--- src/rtl/pwm_decoder.sv ---
// PWM decoder: measures high time and period of an asynchronous PWM line and
// reconstructs the 4-bit duty code with a rounded, saturating 5-step divide.
`timescale 1ns/1ps
module pwm_decoder #(
  parameter int CNT_W   = 16,
  parameter int MIN_PER = 8
) (
  input  logic             sysclk,
  input  logic             reset,
  input  logic             Pulse,
  output logic [3:0]       Duty,
  output logic [CNT_W-1:0] High,
  output logic [CNT_W-1:0] Period,
  output logic             Valid,
  output logic             Timeout,
  output logic             Short
);

  typedef enum logic [1:0] {S_WAIT, S_MEAS, S_TOUT} state_t;

  localparam logic [CNT_W-1:0] CNT_MAX = '1;

  logic             r_sync1, r_sync2, r_sync3;
  logic             w_rise;
  state_t           r_state, w_next;
  logic             w_restart, w_snap, w_tout_enter, w_short, w_div_start;
  logic [CNT_W-1:0] r_per_cnt, r_high_cnt;

  logic             r_busy;
  logic [2:0]       r_div_cnt;
  logic [CNT_W-1:0] r_rem, r_d_per, r_d_high;
  logic [4:0]       r_num_lo;
  logic [3:0]       r_q;
  logic [CNT_W+4:0] w_num;
  logic [CNT_W:0]   w_trial;
  logic             w_ge;
  logic [CNT_W-1:0] w_rem_next;
  logic [4:0]       w_q_next;

  // r_sync3 is the previous synchronized sample, used only for edge detection.
  always_ff @(posedge sysclk) begin
    // NOTE: sequential state uses non-blocking assignments so every flop samples pre-edge values.
    if (reset) begin
      r_sync1 <= 1'b0;
      r_sync2 <= 1'b0;
      r_sync3 <= 1'b0;
    end else begin
      r_sync1 <= Pulse;
      r_sync2 <= r_sync1;
      r_sync3 <= r_sync2;
    end
  end

  assign w_rise = r_sync2 & ~r_sync3;

  always_ff @(posedge sysclk) begin
    if (reset) r_state <= S_WAIT;
    else       r_state <= w_next;
  end

  // A rising edge always wins over a timeout reached in the same cycle.
  always_comb begin
    // NOTE: every output of this block gets a default first, so no latch is inferred.
    w_next       = r_state;
    w_restart    = 1'b0;
    w_snap       = 1'b0;
    w_tout_enter = 1'b0;
    case (r_state)
      S_WAIT, S_MEAS: begin
        if (w_rise) begin
          w_restart = 1'b1;
          w_snap    = (r_state == S_MEAS);
          w_next    = S_MEAS;
        end else if (r_per_cnt == CNT_MAX) begin
          w_tout_enter = 1'b1;
          w_next       = S_TOUT;
        end
      end
      S_TOUT: begin
        if (w_rise) begin
          w_restart = 1'b1;
          w_next    = S_MEAS;
        end
      end
      default: w_next = S_WAIT;
    endcase
  end

  assign w_short     = w_snap && (r_per_cnt < CNT_W'(MIN_PER));
  assign w_div_start = w_snap && !w_short;

  // Restart loads 1: the edge cycle itself is the first cycle of the new period.
  always_ff @(posedge sysclk) begin
    if (reset) begin
      r_per_cnt  <= '0;
      r_high_cnt <= '0;
    end else if (w_restart) begin
      r_per_cnt  <= CNT_W'(1);
      r_high_cnt <= CNT_W'(1);
    end else if (r_state != S_TOUT) begin
      if (r_per_cnt != CNT_MAX)
        r_per_cnt <= r_per_cnt + CNT_W'(1);
      if (r_sync2 && (r_high_cnt != CNT_MAX))
        r_high_cnt <= r_high_cnt + CNT_W'(1);
    end
  end

  // Numerator 16*High + Period/2; its top CNT_W bits are already below Period.
  assign w_num      = {1'b0, r_high_cnt, 4'b0000} + {6'b000000, r_per_cnt[CNT_W-1:1]};
  assign w_trial    = {r_rem, r_num_lo[4]};
  assign w_ge       = (w_trial >= {1'b0, r_d_per});
  assign w_rem_next = w_ge ? CNT_W'(w_trial - {1'b0, r_d_per}) : w_trial[CNT_W-1:0];
  assign w_q_next   = {r_q, w_ge};

  always_ff @(posedge sysclk) begin
    if (reset) begin
      r_busy    <= 1'b0;
      r_div_cnt <= '0;
      r_rem     <= '0;
      r_num_lo  <= '0;
      r_q       <= '0;
      r_d_per   <= '0;
      r_d_high  <= '0;
      Duty      <= '0;
      High      <= '0;
      Period    <= '0;
      Valid     <= 1'b0;
      Timeout   <= 1'b0;
      Short     <= 1'b0;
    end else begin
      Valid <= 1'b0;
      Short <= w_short;
      if (w_div_start) begin
        r_busy    <= 1'b1;
        r_div_cnt <= '0;
        r_rem     <= w_num[CNT_W+4:5];
        r_num_lo  <= w_num[4:0];
        r_q       <= '0;
        r_d_per   <= r_per_cnt;
        r_d_high  <= r_high_cnt;
      end else if (r_busy) begin
        r_rem     <= w_rem_next;
        r_num_lo  <= {r_num_lo[3:0], 1'b0};
        r_q       <= w_q_next[3:0];
        r_div_cnt <= r_div_cnt + 3'd1;
        if (r_div_cnt == 3'd4) begin
          r_busy <= 1'b0;
          Valid  <= 1'b1;
          Duty   <= w_q_next[4] ? 4'hF : w_q_next[3:0];
          High   <= r_d_high;
          Period <= r_d_per;
        end
      end
      if (w_tout_enter) begin
        Timeout <= 1'b1;
        Duty    <= {4{r_sync2}};
        High    <= '0;
        Period  <= '0;
        Valid   <= 1'b1;
      end else if (w_restart) begin
        Timeout <= 1'b0;
      end
    end
  end

endmodule

--- config.mk ---
export PLATFORM = sky130hd
export DESIGN_NAME = pwm_decoder
export DESIGN_NICKNAME = d
export VERILOG_FILES = /design/src/rtl/pwm_decoder.sv
export SDC_FILE = /design/constraint.sdc
export NUM_CORES = 1
export LEC_CHECK = 0
export ABC_AREA = 1
export CAP_MARGIN = 20
export CORE_MARGIN = 2
export CORE_UTILIZATION = 50
export CTS_CLUSTER_DIAMETER = 50
export DETAILED_ROUTE_END_ITERATION = 16
export GPL_TIMING_DRIVEN = 0
export PLACE_DENSITY_LB_ADDON = 0.3
export SYNTH_ARGS = -nofsm -noshare
export SYNTH_HDL_FRONTEND = slang
export SYNTH_SLANG_ARGS = --single-unit
--- constraint.sdc ---
create_clock -name sysclk -period 2.22 [get_ports sysclk]
set_clock_uncertainty 0.05 [all_clocks]
set_input_delay 0.444 -clock sysclk [delete_from_list [all_inputs] [get_ports sysclk]]
set_output_delay 0.444 -clock sysclk [all_outputs]
set_load 0.01 [all_outputs]
# == After elaboration in Yosys (flattened, before gate mapping) ==
# Index checks and enable logic that the tools add are counted.
# word_totals
word_cells,101
output_inout_bits,39
mem_bits_ro,0
latchBits,0
ramBits,0
regBits,137
in_bits,3
memories,0
# op_classes
bitwise_logic,3
n_addsub,5
reduce_logical,24
mux,36
shift,0
multipliers,0
eq_ne,10
magnitude_cmp,2
n_div,0
# ops
operator,n
16-bit two-way mux,3
16-bit by 1-bit adder with 16-bit output (second input constant),2
16-bit inequality test (second input constant),2
1-bit two-way mux,22
20-bit by 15-bit adder with 21-bit output,1
4-bit two-way mux,5
17-bit by 16-bit >= comparator with 1-bit output,1
16-bit == test (second input constant),1
16-bit by 4-bit less-than comparator with 1-bit output (second input constant),1
16-bit subtractor,1
2-bit nonzero test,7
5-bit two-way mux,2
2-bit AND reduction,5
2-bit OR reduction,4
2-bit two-way mux,3
2-bit inequality test (second input constant),3
3-bit AND reduction,2
2-bit one-hot mux with 2 select lines,1
3-bit by 1-bit adder with 3-bit output (second input constant),1
3-bit == test (second input constant),1
1-bit logical AND,3
3-bit inequality test (second input constant),1
3-bit OR reduction,1
2-bit by 1-bit == test with 1-bit output (second input constant),1
5 further kinds,6

# == Logic depth before layout (Yosys ltp) ==
# Gate-level depths: netlist of the first run.
# logic_depth
word_depth,9
ltp_mapped,16

# == Worst setup path before layout of the first run ==
# OpenSTA, ideal clock, no wires.
# synth_timing
kind,reg2reg
from,register r_d_per[8]
to,register r_rem[14]
t_required_ps,2051
arrival_time_ps,1704
path_stages_with_launch,12
slack_ps,347
n_path_buf,0
cell_sequence,dfxtp_1 inv_1 ha_1 nand2_1 inv_1 a21oi_1 nand3_2 nand2_1 nand2_4 or2_2 nand3_1 a21oi_1
# synth_between
elab_chain_cells,4
elab_cells_between_ends,5
# synth_lines
element,line,rtl
"start, declared",31,"logic [CNT_W-1:0] r_rem, r_d_per, r_d_high;"
"start signal, assigned",139,r_d_per <= r_per_cnt;
16-bit subtractor / 17-bit by 16-bit >= comparator with 1-bit output (equally long branches),"112, 111",
16-bit two-way mux (*),112,"assign w_rem_next = w_ge ? CNT_W'(w_trial - {1'b0, r_d_per}) : w_trial[CNT_W-1:0];"
16-bit two-way mux (*),141,end else if (r_busy) begin
16-bit two-way mux (*),133,if (w_div_start) begin
"end signal, assigned",136,r_rem <= w_num[CNT_W+4:5];
"end signal, assigned",142,r_rem <= w_rem_next;
"end, declared",31,
# Every way passes the cells marked *; elsewhere a longest branch is shown, timed or not. The select of a mux whose other input is x is not followed.
# A chain may end at the register's enable or synchronous reset.

# == Worst setup path in the final report of the first run ==
# layout_timing
from,register r_d_per[12]
to,register r_rem[2]
# layout_between
elab_chain_cells,4
# layout_lines
element,line,rtl
17-bit by 16-bit >= comparator with 1-bit output,111,"assign w_ge = (w_trial >= {1'b0, r_d_per});"
16-bit two-way mux,112,
16-bit two-way mux,141,
16-bit two-way mux,133,
# No other way between the ends. The select of a mux whose other input is x is not followed.

==> results.txt, run 1 <==
----------------------------------------------------
[Die]
  Count of boundary I/O pins ... 42
  Die outline width ... 127.0 um
  Effective utilization at floorplan ... 51.69%
  Die boundary height ... 127.0 um
  Area of the die ... 16140 um^2
  Placeable core area ... 14640 um^2
  Number of core rows ... 44

[Clock tree]
  Clock tree from TritonCTS ... yes
  Clock buffer count from CTS ... 17
  TritonCTS sink count ... 137
  H-tree depth ... 4
  Clock tree buffer depth ... 2
  Clk_lat worst skew ... 0.42 ns
  Clock transition time at the flip-flop clock pins of the worst setup and hold paths ... 0.06 ns
  Root buffer cell ... clkbuf_16
  Hold buffers post-CTS ... 0

[Synthesis]
  Synthesized instance count ... 1085
  Area fraction in compound gates after synthesis ... 17.31%
  Syn Area/Cell ... 6.977 um^2
  Fraction of synthesis flops using an asynchronous set or reset pin ... 0%
  Fraction of synthesized area in multiplexers ... 0%
  Net Count, Synth ... 1121
  YS warnings ... 0
  Post-Synth Adder-Cell Area ... 5.653%
  Most used DFF post-synth ... dfxtp_1
  Synthesized flop and latch total ... 137
  Unique cell type count in the Yosys netlist ... 43
  Mapped Area ... 7570 um^2
  Synth Area in Simple Gates ... 28.43%
  Number of enable-type register cells in the synthesized netlist ... 0
  Combinational family with the most area after synthesis ... simple AND/OR/NAND/NOR gates
  Sequential fraction of the synthesis area ... 36.23%
  Xor/xnor cell area share of the yosys netlist ... 2.777%

[Routing]
  Via count ... 7339
  DRC violation count after routing ... 0
  Wire length on met1 ... 10180 um
  Iteration count of the initial detailed-routing pass ... 7
  Initial detailed-routing violation count ... 609
  Detailed-route wire length per cell ... 16.31 um
  Number of vias per cell ... 5.461
  Routed length on met3 ... 1161 um
  Length of routed met2 wiring ... 9957 um
  Total Routed Length ... 21920 um
  Number of nets with antenna violations after detailed routing ... 0
  Top layer used by detailed routing ... met4

[Pwr]
  Static leakage ... 0.003654 uW
  Overall power ... 5196 uW
  Areal power density over the cells ... 573.9 nW/um^2
  VDD IR-drop max ... 656.3 uV

[STA]
  Worst-case headroom to the max-slew limit ... 59.24%
  Setup_tns ... 0 ns
  FMAX ... 0.4614 GHz
  Final critical-path share of the clock period ... 97.63%
  Unrepaired setup endpoints after global routing ... true
  Final-layout worst hold slack ... 0.3565 ns
  Number of setup violations in the final report ... 0
  Minimum clock period after layout ... 2.167 ns
  Final Hold Fails ... 0
  Transition at the pin with the smallest max-transition slack ... 0.6114 ns
  Slew Viols, Final ... 0

[Run]
  Max capacitance violation total ... 0

[Setup path]
  Arr. time, crit path ... 2.46 ns
  Worst Path Class, Setup ... reg -> reg
  Critical path endpoint category ... flip-flop
  Highest net fanout along the worst path ... 10
  Reg2reg path depth ... 14
  Launching element type of the critical path ... flip-flop
  Required time of the worst setup path ... 2.51 ns

[Layout]
  Commonest non-fill, non-tap cells in the layout ... nand2_1 (254), dfxtp_1 (130), a21oi_1 (118)
  Area delta synth->final ... 19.60%
  Post-layout util ... 61.82%
  Commonest non-fill, non-tap cell in the layout ... nand2_1
  Post-route cell area ... 9054 um^2
  Number of nets in the finished design ... 1183
  Diode count ... 0
  Fraction of final layout cells with drive strength greater than 1 ... 14.14%
  FILL cells ... 1311

[Placed design]
  RePlAce Congestion ... 0.9471
  # port buffers ... 41
  Half-perimeter wire length after placement ... 16440 um
  Placed standard-cell area ... 8210 um^2

[Worst hold path]
  Hold Path Cell Cnt ... 2
  Classification of the worst-slack hold path ... reg -> reg

[Run status]
  Outcome ... finished, final reports clean

[GRT]
  Total track usage ... 27.12%
  Vias in the first global route ... 6609
  Maximum number of pins on one net before global-route repair ... 17
  Initial antenna violation count ... 0
  First-pass GRT wire length ... 34260 um
  Total congestion overflow after global routing ... 0

----------------------------------------------------
through the flow:
step | std cells | setup slack (ns)
finish | 1344 | 0.05259
CTS | 1342 | 0.001417
detailed placement | 1310 | -0.3687
global placement | 1310 | -0.3709
floorplan | 1085 | 0.3471
global route | 1344 | -0.02780
report_power, final:
| part | switching (uW) | internal (uW) | total, uW | leakage, uW |
|---|---|---|---|---|
| Combinational | 94.3 | 34.8 | 129 | 0.00228 |
| Sequential | 14.8 | 2470 | 2490 | 0.00111 |
| Clock | 1070 | 1510 | 2580 | 0.000266 |
synthesized netlist by cell type, types with 2 or more instances:
| cell | count | area (um^2) |
|---|---|---|
| o22ai_1 | 3 | 18.77 |
| inv_2 | 11 | 41.29 |
| nand2_2 | 3 | 18.77 |
| buf_4 | 5 | 37.54 |
| inv_1 | 122 | 457.9 |
| or2_2 | 4 | 25.02 |
| nand3b_1 | 2 | 15.01 |
| xor2_1 | 15 | 131.4 |
| nand2_4 | 5 | 56.30 |
| nor2_4 | 2 | 22.52 |
| nand4_1 | 12 | 75.07 |
| o21bai_1 | 2 | 15.01 |
| nor2_2 | 2 | 12.51 |
| nor4_1 | 4 | 25.02 |
| ha_1 | 31 | 387.9 |
| o21ai_0 | 70 | 350.3 |
| a211oi_2 | 17 | 212.7 |
| fa_1 | 2 | 40.04 |
| a211oi_1 | 3 | 22.52 |
| nor3_2 | 2 | 20.02 |
| nand3_1 | 69 | 345.3 |
| buf_6 | 6 | 67.56 |
| nor2_1 | 95 | 356.6 |
| a21oi_1 | 122 | 610.6 |
| nand3_2 | 3 | 30.03 |
| a31oi_1 | 3 | 18.77 |
| xnor2_1 | 9 | 78.83 |
| o211ai_1 | 4 | 30.03 |
| buf_2 | 14 | 70.07 |
| nor3_1 | 22 | 110.1 |
| nand2_1 | 261 | 979.7 |
| dfxtp_1 | 137 | 2743 |
| clkbuf_1 | 13 | 48.80 |
worst max-delay path: stages, from the launching register on:
cell and delay (ns):
dfxtp_1 0.30, inv_2 0.12, ha_2 0.34, nand2_2 0.13, inv_1 0.06, nand2_1 0.06, nand2_1 0.06, nand2_1 0.07
nand2_1 0.08, nor2_4 0.17, nand2_8 0.10, buf_4 0.19, nand2_1 0.08, nand3_1 0.10, a31oi_1 0.17
registers in the layout, indices dropped and copies added, names as in the netlist, 2 cells and up:
signal      flops
High           16
Period         16
r_d_high       16
r_d_per        16
r_high_cnt     16
r_per_cnt      16
r_rem          16
r_num_lo        5
Duty            4
r_q             4
r_div_cnt       3
r_state         2
cell type report:
class                      instances  area [um^2]  share of cell area [%]
buffer                            39        232.7                   2.570
multi-input combinational        776         4370                   48.27
timing repair buffer              43        425.4                   4.699
inverter                         133        499.2                   5.514
sequential                       137         2751                   30.39
tap                              184        230.2                   2.543
clock buffer                      22        474.2                   5.238
clock inverter                    10        70.07                  0.7739
metal layers:
layer	global-route usage (%)	up-vias
met5	0	-
met4	10.21	0
met3	4.439	36
met2	42.44	236
met1	37.85	3367
li1	-	3700
kinds of logic (layout without fill, tap and decap cells):
kind of cell,Yosys count,count (layout)
compound gates,228,228
xor+xnor,24,24
fa+ha+maj,33,33
buf+inv,172,247
flops,137,137
simple gates,491,491
final timing paths:
kind	startpoint	to	slack, ns
max	r_d_per[12]	r_rem[2]	0.05
min	r_sync1	r_sync2	0.36
min reg2reg	r_sync1	r_sync2	0.36
max reg2reg	r_d_per[12]	r_rem[2]	0.05
what timing repair did:
action / 4_1_cts / 5_1_grt
resized for setup: 8 / 60
setup endpoints to repair: 23 / 73
pin swaps: 0 / 9
buffers inserted: 0 / 2
No activity file was read; power rests on OpenSTA's default activity.
==> run 2, diff against run 1 <==
Settings changed: ABC_CLOCK_PERIOD_IN_PS set to 2220.
==> results of run 2 <==
Same layout as run 1: the final DEF is identical, and so are final timing and power.
